**src/rtl/btb_pkg.sv**
```systemverilog
// Shared types for the BTB write sequencer: update record, table entry, FSM state.
package btb_pkg;

  localparam int BTB_DATA_W = 53;
  localparam int TAG_W      = 20;
  localparam int BTB_IDX_W  = 10;

  typedef struct packed {
    logic [31:0] pc;
    logic [31:0] target;
    logic        taken;
    logic        mispredict;
  } btb_upd_t;

  typedef struct packed {
    logic             valid;
    logic [TAG_W-1:0] tag;
    logic [31:0]      target;
  } btb_entry_t;

  typedef enum logic {
    ST_IDLE,
    ST_SWEEP
  } btb_state_e;

  // A not-taken resolution clears the entry: 1-bit prediction, no hysteresis.
  function automatic btb_entry_t make_entry(input btb_upd_t u);
    btb_entry_t e;
    e.valid  = u.taken;
    e.tag    = u.pc[31:12];
    e.target = u.taken ? u.target : 32'h0;
    return e;
  endfunction

endpackage

```
**src/rtl/btb_upd_fifo.sv**
```systemverilog
// Small synchronous FIFO of pending BTB updates; storage itself is not reset.
module btb_upd_fifo
  import btb_pkg::*;
#(
  parameter  int DEPTH = 2,
  localparam int PW    = $clog2(DEPTH),
  localparam int CW    = $clog2(DEPTH + 1)
) (
  input  logic          clk_i,
  input  logic          rst_i,
  input  logic          push_i,
  input  btb_upd_t      data_i,
  input  logic          pop_i,
  output btb_upd_t      data_o,
  output logic          full_o,
  output logic          empty_o,
  output logic [CW-1:0] count_o
);

  btb_upd_t        mem_q [DEPTH];
  logic [PW-1:0]   wr_ptr_q, rd_ptr_q;
  logic [CW-1:0]   count_q;
  logic            do_push, do_pop;

  assign full_o  = (count_q == CW'(DEPTH));
  assign empty_o = (count_q == '0);
  assign count_o = count_q;
  assign data_o  = mem_q[rd_ptr_q];

  // Push at full is allowed only when the head leaves in the same cycle.
  assign do_push = push_i & (~full_o | pop_i);
  assign do_pop  = pop_i & ~empty_o;

  always_ff @(posedge clk_i) begin
    if (rst_i) begin
      wr_ptr_q <= '0;
      rd_ptr_q <= '0;
      count_q  <= '0;
    end else begin
      if (do_push) wr_ptr_q <= wr_ptr_q + PW'(1);
      if (do_pop)  rd_ptr_q <= rd_ptr_q + PW'(1);
      count_q <= count_q + CW'(do_push) - CW'(do_pop);
    end
  end

  always_ff @(posedge clk_i) begin
    if (do_push) mem_q[wr_ptr_q] <= data_i;
  end

endmodule

```
**src/rtl/btb_update_ctrl.sv**
```systemverilog
// BTB write-port sequencer: invalidate sweep after reset/flush, then buffered EX updates.
// Optional BTB_WRITE_FILTER_EN drops correctly-predicted updates at the handshake.
module btb_update_ctrl
  import btb_pkg::*;
#(
  parameter int IDX_W      = BTB_IDX_W,
  parameter int FIFO_DEPTH = 2
) (
  input  logic        i_clk,
  input  logic        i_reset,
  input  logic        i_upd_valid,
  output logic        o_upd_ready,
  input  logic [31:0] i_upd_pc,
  input  logic [31:0] i_upd_target,
  input  logic        i_upd_taken,
  input  logic        i_upd_mispredict,
  input  logic        i_flush_all,
  output logic        o_btb_wren,
  output logic [31:0] o_btb_addr,
  output logic [BTB_DATA_W-1:0] o_btb_data,
  output logic        o_busy
);

  localparam int CW = $clog2(FIFO_DEPTH + 1);

`ifdef BTB_WRITE_FILTER_EN
  localparam logic FILTER_EN = 1'b1;
`else
  localparam logic FILTER_EN = 1'b0;
`endif

  btb_state_e       state_q, state_d;
  logic [IDX_W-1:0] idx_q, idx_d;
  logic             wren_q, wren_d;
  logic [31:0]      addr_q, addr_d;
  btb_entry_t       data_q, data_d;
  logic             busy_q, busy_d;

  btb_upd_t         upd_in, fifo_head, head;
  logic             fifo_empty, fifo_full;
  logic [CW-1:0]    fifo_count;
  logic             upd_fire, upd_keep, bypass, fifo_push, fifo_pop;

  function automatic logic [31:0] sweep_addr(input logic [IDX_W-1:0] idx);
    return 32'({idx, 2'b00});
  endfunction

  assign o_upd_ready = (fifo_count < CW'(FIFO_DEPTH)) & ~i_reset;
  assign upd_fire    = i_upd_valid & o_upd_ready;
  assign upd_keep    = upd_fire & (i_upd_mispredict | ~FILTER_EN);
  assign upd_in      = '{pc: i_upd_pc, target: i_upd_target,
                         taken: i_upd_taken, mispredict: i_upd_mispredict};
  // An update arriving at an empty FIFO in IDLE is written straight through.
  assign head        = fifo_empty ? upd_in : fifo_head;
  assign fifo_push   = upd_keep & ~bypass & (~fifo_full | fifo_pop);

  btb_upd_fifo #(.DEPTH(FIFO_DEPTH)) u_fifo (
    .clk_i   (i_clk),
    .rst_i   (i_reset),
    .push_i  (fifo_push),
    .data_i  (upd_in),
    .pop_i   (fifo_pop),
    .data_o  (fifo_head),
    .full_o  (fifo_full),
    .empty_o (fifo_empty),
    .count_o (fifo_count)
  );

  always_comb begin
    state_d  = state_q;
    idx_d    = idx_q;
    wren_d   = 1'b0;
    addr_d   = addr_q;
    data_d   = data_q;
    busy_d   = 1'b0;
    fifo_pop = 1'b0;
    bypass   = 1'b0;
    if (i_flush_all) begin
      // Flush wins over any pop; the sweep write for index 0 goes out now.
      state_d = ST_SWEEP;
      wren_d  = 1'b1;
      addr_d  = sweep_addr('0);
      data_d  = '0;
      idx_d   = IDX_W'(1);
      busy_d  = 1'b1;
    end else begin
      unique case (state_q)
        ST_SWEEP: begin
          wren_d = 1'b1;
          addr_d = sweep_addr(idx_q);
          data_d = '0;
          idx_d  = idx_q + IDX_W'(1);
          busy_d = 1'b1;
          if (idx_q == '1) state_d = ST_IDLE;
        end
        ST_IDLE: begin
          if (~fifo_empty | upd_keep) begin
            fifo_pop = ~fifo_empty;
            bypass   = fifo_empty;
            wren_d   = head.mispredict | ~FILTER_EN;
            addr_d   = head.pc;
            data_d   = make_entry(head);
          end
        end
        default: state_d = ST_SWEEP;
      endcase
    end
  end

  always_ff @(posedge i_clk) begin
    if (i_reset) begin
      state_q <= ST_SWEEP;
      idx_q   <= '0;
      wren_q  <= 1'b0;
      addr_q  <= '0;
      data_q  <= '0;
      busy_q  <= 1'b1;
    end else begin
      state_q <= state_d;
      idx_q   <= idx_d;
      wren_q  <= wren_d;
      addr_q  <= addr_d;
      data_q  <= data_d;
      busy_q  <= busy_d;
    end
  end

  // Busy stays high through the cycle the final sweep write is presented.
  assign o_busy     = busy_q | (state_q == ST_SWEEP);
  assign o_btb_wren = wren_q;
  assign o_btb_addr = addr_q;
  assign o_btb_data = data_q;

endmodule
```
**config.mk**
```make
export PLATFORM = sky130hd
export DESIGN_NAME = btb_update_ctrl
export DESIGN_NICKNAME = d
export VERILOG_FILES = /design/src/rtl/btb_pkg.sv /design/src/rtl/btb_upd_fifo.sv /design/src/rtl/btb_update_ctrl.sv
export SDC_FILE = /design/constraint.sdc
export NUM_CORES = 1
export LEC_CHECK = 0
export CORE_ASPECT_RATIO = 0.5
export CORE_MARGIN = 2
export CORE_UTILIZATION = 58
export CTS_BUF_LIST = sky130_fd_sc_hd__clkbuf_4 sky130_fd_sc_hd__clkbuf_8
export CTS_CLUSTER_DIAMETER = 120
export DETAILED_ROUTE_END_ITERATION = 8
export GPL_ROUTABILITY_DRIVEN = 1
export GPL_TIMING_DRIVEN = 0
export PLACE_DENSITY = 0.87
export SYNTH_ARGS = -nofsm -noshare
export SYNTH_HDL_FRONTEND = slang
export SYNTH_SLANG_ARGS = --single-unit
```
**constraint.sdc**
```tcl
create_clock -name i_clk -period 6.1 [get_ports i_clk]
set_input_delay 1.83 -clock i_clk [delete_from_list [all_inputs] [get_ports i_clk]]
set_output_delay 1.83 -clock i_clk [all_outputs]
set_load 0.05 [all_outputs]
```
# [Word level (Yosys, flattened, before mapping)]
# Memories as Yosys holds them, arrays and structs flattened. A register that Yosys moved wholly into a read port is not among the register bits.
# Cells that the tools add are included.
[word_totals] register_bits=102 ramBits=132 inputBits=70 output_inout_bits=88 wordCells=63 n_memories=1
[classes] add_sub_neg=5 n_lt_le_gt_ge=1 n_eq_ne=3 n_mux=24 bitwise_logic=14 reduce_logical=3
[memory_table] memory="u_fifo.mem_q" depth=2 word_bits=66 rd=1 rd_ports_with_merged_regs=1 write_ports=1 line="btb_upd_fifo.sv:20" rtl="btb_upd_t mem_q [DEPTH];"
[op_table] op="one-hot mux 53 bit (2 select lines)" count=1
[op_table] op="two-way mux 66 bit" count=1
[op_table] op="two-way mux 32 bit" count=2
[op_table] op="one-hot mux 32 bit (2 select lines)" count=1
[op_table] op="two-way mux 53 bit" count=1
[op_table] op="two-way mux 1 bit" count=17
[op_table] op="adder 10 x 1 -> 10 bit, second input constant" count=1
[op_table] op="equality test 10 bit, second input constant" count=1
[op_table] op="bitwise AND 1 bit" count=6
[op_table] op="inverter 1 bit" count=5
[op_table] op="bitwise OR 1 bit" count=3
[op_table] op="adder 1 bit, second input constant" count=2
[op_table] op="adder 2 x 1 -> 2 bit" count=1
[op_table] op="equality test 2 bit, second input constant" count=1
[op_table] op="logical NOT 2 bit" count=1
[op_table] op="< comparator 2 bit, second input constant" count=1
[op_table] op="inequality test 2 bit, second input constant" count=1
[op_table] op="one-hot mux 1 bit (2 select lines)" count=1
[op_table] op="nonzero test 2 bit" count=1
[op_table] op="OR reduction 2 bit" count=1
[op_table] op="subtractor 2 x 1 -> 2 bit" count=1

# [Depth between registers and ports, before layout]
# Gate-level depths: netlist of the first run.
[depth] ltp_word=13 ltp_mapped=10 mapped_depth_nobuf=8

# [Modules after synthesis]
# A second synthesis of the first run with hierarchy kept.
[hier_totals] cells_unflattened=722 area_unflattened_um2=9390.3
[modules_own_cells] module="btb_upd_fifo" instances=1 cells_each=232 area_each_um2=5168.7 seq_area_each_um2=4063.9
[modules_own_cells] module="btb_update_ctrl" instances=1 cells_each=490 area_each_um2=4221.5 seq_area_each_um2=1561.5

# [Worst setup path after synthesis of the first run]
# Ideal clock, no wire load.
[synth_path] path_type="input-to-output" start="input i_reset" end="output o_upd_ready" arrival_ns=2.672 t_required_ns=4.270 path_slack_ns=1.598 path_stages=2 n_path_buf=1 path_cell_list="clkbuf_1 nor2_1"
[synth_via] elab_chain_len=2
[synth_rtl] item="start: declaration" line="btb_update_ctrl.sv:10" rtl="input logic i_reset,"
[synth_rtl] item="inverter 1 bit" line="btb_update_ctrl.sv:48" rtl="assign o_upd_ready = (fifo_count < CW'(FIFO_DEPTH)) & ~i_reset;"
[synth_rtl] item="bitwise AND 1 bit" line="btb_update_ctrl.sv:48"
[synth_rtl] item="end: declaration" line="btb_update_ctrl.sv:12" rtl="output logic o_upd_ready,"
# Every way passes these cells.

# [Worst setup path after layout of the first run]
# Ends and elaborated chain as after synthesis.

==> flow_summary.json, run 1 <==
{
  "fin_nets": 933,
  "initial_core_util": 0.592,
  "dp_hpwl_mm": 13.4,
  "cts_setup_buffers": 0,
  "fp-row-count": 31,
  "leakage_nw": 3.67,
  "clk_path_buf_depth": 3,
  "period_needed_ps": 5520,
  "avgSynthCellArea_sq_um": 12.6,
  "dieArea_sq_um": 15700,
  "clock_latency_ps": 550,
  "diodes": 0,
  "status": "complete, no violations",
  "synth_ff_type": "edfxtp_1",
  "slew_violations": 0,
  "port_buffers": 155,
  "setup_slack_ps": 583,
  "antenna_found_initial": 0,
  "worstPathArrival_ps": 3690,
  "ant_nets": 0,
  "cts_resized": 0,
  "gp_congestion": 0.867,
  "wirelength_mm": 20.6,
  "r2r_cells": 10,
  "power_density_nw_per_um2": 268,
  "synth_area_leader_cell": "edfxtp_1",
  "syn_nets": 747,
  "placed_cells": 1027,
  "hold_path_depth": 2,
  "ys_seq_elements": 213,
  "grt_setup_unrepaired": "no",
  "ys_warn_count": 0,
  "io_pins": 158,
  "die_h_um": 89.7,
  "netlist_instances": 674,
  "nFillCells": 908,
  "ys_top_cells_by_area": "edfxtp_1 46%, dfxtp_1 20%, o31ai_1 3.6%",
  "hold_viol": 0,
  "via_per_inst": 5.81,
  "yosysUniqueCellTypes": 48,
  "worstPathMaxFanout": 10,
  "overflow": 0,
  "die_w_um": 175,
  "drtPass1Iterations": 5,
  "setup-tns-final_ps": 0,
  "post-place-ws_ps": 626,
  "instances_no_fill": 1081,
  "layout-drive-gt1-share": 0.125,
  "cts_sinks": 213,
  "grt_pass1_wl_mm": 31.3,
  "wire_per_inst_um": 19.0,
  "syn-cell-area_sq_um": 8520,
  "start_kind": "primary input",
  "drt_iter0_drc": 464,
  "area_delta_synth_final_pct": 28.5,
  "worstHoldPathType": "reg -> reg",
  "htreeDepth": 1,
  "core_sq_um": 14400,
  "async_flop_share": 0,
  "fmax_ghz": 0.181,
  "yosysTopAreaCellShare": 0.458,
  "synth-edff-count": 130,
  "critical_path_class": "in -> out",
  "max-slew-margin-rel": 0.337,
  "grtUsageTotal": 0.257,
  "cts_root_buffer": "clkbuf_8",
  "cts_made_buffers": 29,
  "cts_tree": "done",
  "grt_max_degree": 66,
  "finalClockSkew_ps": 11.3,
  "grt_pass1_vias": 6285,
  "setup_viol": 0,
  "synth-seq-area-share": 0.654,
  "clk_pin_slew_ps": 60,
  "vias": 6284,
  "cp_data_required_time_ps": 4270,
  "hold_buffers": 0,
  "endpoint_kind": "output pin",
  "tightest_slew_ps": 994,
  "irDropWorstVdd_v": 0.000147,
  "post-route-period-util": 0.904,
  "drc_errors": 0,
  "reg2reg_slack_ps": 3720,
  "cap_violations": 0
}
## cells in the mapped netlist (4+ instances only)
| master | count |
|---|---|
| a211oi_1 | 37 |
| a21oi_1 | 40 |
| a22o_1 | 22 |
| a32oi_1 | 5 |
| buf_2 | 25 |
| buf_4 | 22 |
| clkbuf_1 | 21 |
| dfxtp_1 | 83 |
| edfxtp_1 | 130 |
| inv_1 | 11 |
| mux2i_1 | 28 |
| nand3_1 | 37 |
| nor2_1 | 14 |
| nor2b_1 | 39 |
| nor3_1 | 31 |
| o21ai_0 | 33 |
| o221a_2 | 4 |
| o31ai_1 | 41 |
| or4_1 | 4 |
## metrics by stage
step	power [W]	instance area (sq um)	utilization	hold slack, ps
global route	0.00302	10900	0.760	487
finish	0.00293	10900	0.760	466
detailed placement	0.00182	10300	0.717	461
global placement	0.00181	10300	0.717	458
CTS	0.00294	10900	0.760	470
floorplan	0.00171	8520	-	463
## metal layers
layer,vias up,track usage,share of wire
li1,2926,-,-
met5,-,0,0
met2,264,0.440,0.49
met3,45,0.0547,0.073
met4,0,0.0841,0.020
met1,3049,0.335,0.42
## final timing paths
check                                          to               from
worst min register to register     o_btb_data[21]     o_btb_data[21]
worst max-delay path                  o_upd_ready            i_reset
worst min-delay path               o_btb_data[21]     o_btb_data[21]
worst max register to register  u_fifo.count_o[1]  u_fifo.count_o[1]
## worst max-delay path, cell delays in order
cell	delay, ps
clkdlybuf4s50_1	600
clkbuf_1	430
nor2_1	80
clkdlybuf4s50_1	750
## kinds of logic after synthesis
logic type,Yosys count,synth area share
AOI/OAI and AO/OA,194,0.156
xor gates and xnor gates,5,0.00514
adders and majority gates,3,0.00441
buffers and inverters,84,0.0514
DFF,213,0.654
muxes,29,0.0342
and+or+nand+nor,146,0.0951
## power breakdown
| group | internal (W) | total, W | switching (W) | leakage (nW) |
|---|---|---|---|---|
| combinational | 0.0000842 | 0.000215 | 0.000131 | 1.48 |
| sequential | 0.00156 | 0.00157 | 0.0000101 | 1.86 |
| clock | 0.000623 | 0.00114 | 0.000521 | 0.324 |
| total | 0.00227 | 0.00293 | 0.000663 | 3.67 |
## cell type report
class                      count  area [sq um]  area share
timing repair buffer         155          1550       0.142
buffer                        73           397      0.0362
clock inverter                14           114      0.0104
inverter                      11          43.8     0.00400
tap                          198           248      0.0226
sequential                   213          5570       0.509
clock buffer                  40           507      0.0463
multi-input combinational    377          2520       0.230
## flip-flops by register name (all words and copies together), names as in the netlist, named ones only
signal and count:
busy_q 1, idx_q 10, o_btb_addr 32, o_btb_data 33, o_btb_wren 1, state_q 1
u_fifo.count_o 2, u_fifo.mem_q 130, u_fifo.rd_ptr_q 1, u_fifo.wr_ptr_q 1
## cell usage in the layout (no fill, tap or decap), types with 3 or more instances in the layout
cell type	netlist	layout
a211oi_1	37	37
a21oi_1	40	40
a22o_1	22	22
a32oi_1	5	5
buf_1	3	3
buf_2	25	25
buf_4	22	22
clkbuf_1	21	21
clkbuf_4	0	7
clkbuf_8	0	33
clkdlybuf4s50_1	0	155
clkinv_1	0	7
clkinv_2	0	4
dfxtp_1	83	83
edfxtp_1	130	130
ha_1	3	3
inv_1	11	10
mux2i_1	28	28
nand2_1	3	3
nand3_1	37	37
nor2_1	14	14
nor2b_1	39	39
nor3_1	31	31
o21ai_0	33	33
o221a_2	4	4
o31ai_1	41	41
or3_1	3	3
or4_1	4	4
xnor2_1	3	3
(Power assumes the default switching activity.)
==> run 2: changes to the inputs <==
--- a/config.mk
+++ b/config.mk
@@ -7,13 +7,14 @@
 export LEC_CHECK = 0
 export CORE_ASPECT_RATIO = 0.5
 export CORE_MARGIN = 2
-export CORE_UTILIZATION = 58
+export CORE_UTILIZATION = 65
 export CTS_BUF_LIST = sky130_fd_sc_hd__clkbuf_4 sky130_fd_sc_hd__clkbuf_8
 export CTS_CLUSTER_DIAMETER = 120
 export DETAILED_ROUTE_END_ITERATION = 8
+export DONT_BUFFER_PORTS = 1
 export GPL_ROUTABILITY_DRIVEN = 1
 export GPL_TIMING_DRIVEN = 0
-export PLACE_DENSITY = 0.87
+export PLACE_DENSITY = 0.81
 export SYNTH_ARGS = -nofsm -noshare
 export SYNTH_HDL_FRONTEND = slang
 export SYNTH_SLANG_ARGS = --single-unit
==> flow_summary.json, run 2 (synthesis results as in run 1) <==
{
  "status": "complete, no violations",
  "hold_path_depth": 2,
  "io_pins": 158,
  "fmax_ghz": 0.212,
  "grtUsageTotal": 0.271,
  "grt_max_degree": 66,
  "via_per_inst": 6.24,
  "drt_iter0_drc": 382,
  "post-route-period-util": 0.772,
  "finalClockSkew_ps": 9.30,
  "worstHoldPathType": "reg -> reg",
  "hold_viol": 0,
  "grt_pass1_vias": 5713,
  "cts_made_buffers": 29,
  "cts_sinks": 213,
  "critical_path_buf_inv_count": 1,
  "slew_violations": 0,
  "start_kind": "primary input",
  "largest_reg_flops": 130,
  "nFillCells": 876,
  "overflow": 0,
  "setup-tns-final_ps": 0,
  "cts_tree": "done",
  "r2r_cells": 10,
  "cp_data_required_time_ps": 4270,
  "hold-path-endpoint": "u_fifo.rd_ptr_q",
  "initial_core_util": 0.669,
  "ant_nets": 0,
  "drtPass1Iterations": 5,
  "cts_resized": 0,
  "final_common_cell": "edfxtp_1",
  "worstPathArrival_ps": 2880,
  "dieArea_sq_um": 14100,
  "diodes": 0,
  "antenna_found_initial": 0,
  "period_needed_ps": 4710,
  "die_w_um": 166,
  "cp_slowest_stage_delay_ps": 810,
  "wirelength_mm": 19.0,
  "cts_root_buffer": "clkbuf_8",
  "placed_cells": 845,
  "rr_startpoint": "u_fifo.count_o[1]",
  "holdCritStartpoint": "u_fifo.rd_ptr_q",
  "endpoint_kind": "output pin",
  "r2r_end": "u_fifo.count_o[1]",
  "clk_path_buf_depth": 3,
  "regMostFlops": "u_fifo.mem_q",
  "instances_no_fill": 899,
  "worstPathMaxFanout": 10,
  "crit_chain": "clkbuf_1 -> nor2_1",
  "drc_errors": 0,
  "reg2reg_slack_ps": 3660,
  "crit_family": "simple AND/OR/NAND/NOR gates",
  "cap_violations": 0,
  "clk_pin_slew_ps": 70,
  "layout_common_cells": "130 x edfxtp_1, 83 x dfxtp_1, 41 x o31ai_1, 40 x a21oi_1, 39 x nor2b_1",
  "cts_setup_buffers": 0,
  "fp-row-count": 29,
  "setup_slack_ps": 1390,
  "layout-drive-gt1-share": 0.158,
  "cp.depth": 2,
  "leakage_nw": 3.11,
  "setup_viol": 0,
  "critical_path.slowest_cell": "nor2_1",
  "irDropWorstVdd_v": 0.000200,
  "final_core_util": 0.734,
  "core_sq_um": 12700,
  "power_density_nw_per_um2": 300,
  "post-place-ws_ps": 1400,
  "tightest_slew_ps": 969,
  "area_delta_synth_final_pct": 9.73,
  "gp_congestion": 0.851,
  "grt_setup_unrepaired": "no",
  "max-slew-margin-rel": 0.352,
  "fin_nets": 779,
  "port_buffers": 0,
  "vias": 5610,
  "clock_latency_ps": 550,
  "dp_hpwl_mm": 12.3,
  "die_h_um": 84.9,
  "wire_per_inst_um": 21.1,
  "critical_path_class": "in -> out",
  "grt_pass1_wl_mm": 30.3,
  "htreeDepth": 1,
  "hold_buffers": 0
}
==> run 2: cell types whose count changed in the layout (fill, tap and decap cells not counted), sizes merged <==
cell,change
clkbuf,+7
clkdlybuf4s50,-155
bufinv,-2
buf,+1
clkinv,-5
==> run 2: report_power, final <==
group          total, W  internal, W  switching (W)  leakage, nW
clock network   0.00108     0.000567       0.000510        0.313
registers       0.00158      0.00156      0.0000124         1.86
logic          0.000154    0.0000453       0.000108        0.933
==> run 2: stage by stage <==
stage | power [W] | hold slack, ps | instance area (sq um)
finish | 0.00281 | 497 | 9340
global route | 0.00290 | 519 | 9340
CTS | 0.00282 | 497 | 9340
detailed placement | 0.00176 | 487 | 8760
global placement | 0.00176 | 472 | 8730
floorplan | 0.00171 | 463 | 8520
==> run 2: how the worst max path moves through the flow <==
stage | start | to
2_1_floorplan | i_reset | o_upd_ready
3_3_place_gp | i_reset | u_fifo.mem_q[1][22]
3_5_place_dp | i_reset | o_upd_ready
4_1_cts | i_reset | o_upd_ready
5_1_grt | i_reset | o_upd_ready
6_report | i_reset | o_upd_ready
==> run 2: layout make-up <==
type / count / area, sq um / area share
sequential: 213 / 5570 / 0.596
buffer: 73 / 397 / 0.0424
tap: 170 / 213 / 0.0228
inverter: 11 / 43.8 / 0.00469
timing repair buffer: 1 / 27.5 / 0.00295
clock buffer: 47 / 547 / 0.0585
clock inverter: 7 / 33.8 / 0.00362
multi-input combinational: 377 / 2520 / 0.269
==> run 2: worst reg2reg max path, stage by stage (launching register included) <==
cell and delay, ps:
dfxtp_1 290, buf_2 180, nor2_1 340, clkbuf_1 470, nor3_1 130, ha_1 300
inv_1 40, ha_1 170, xor2_1 190, and2_1 150, nor3_1 40
==> run 2: per-layer routing <==
metal	wire length, um	GRT usage
met1	8230	0.359
met2	9000	0.454
met3	1570	0.0784
met4	212	0.0609
met5	0	0
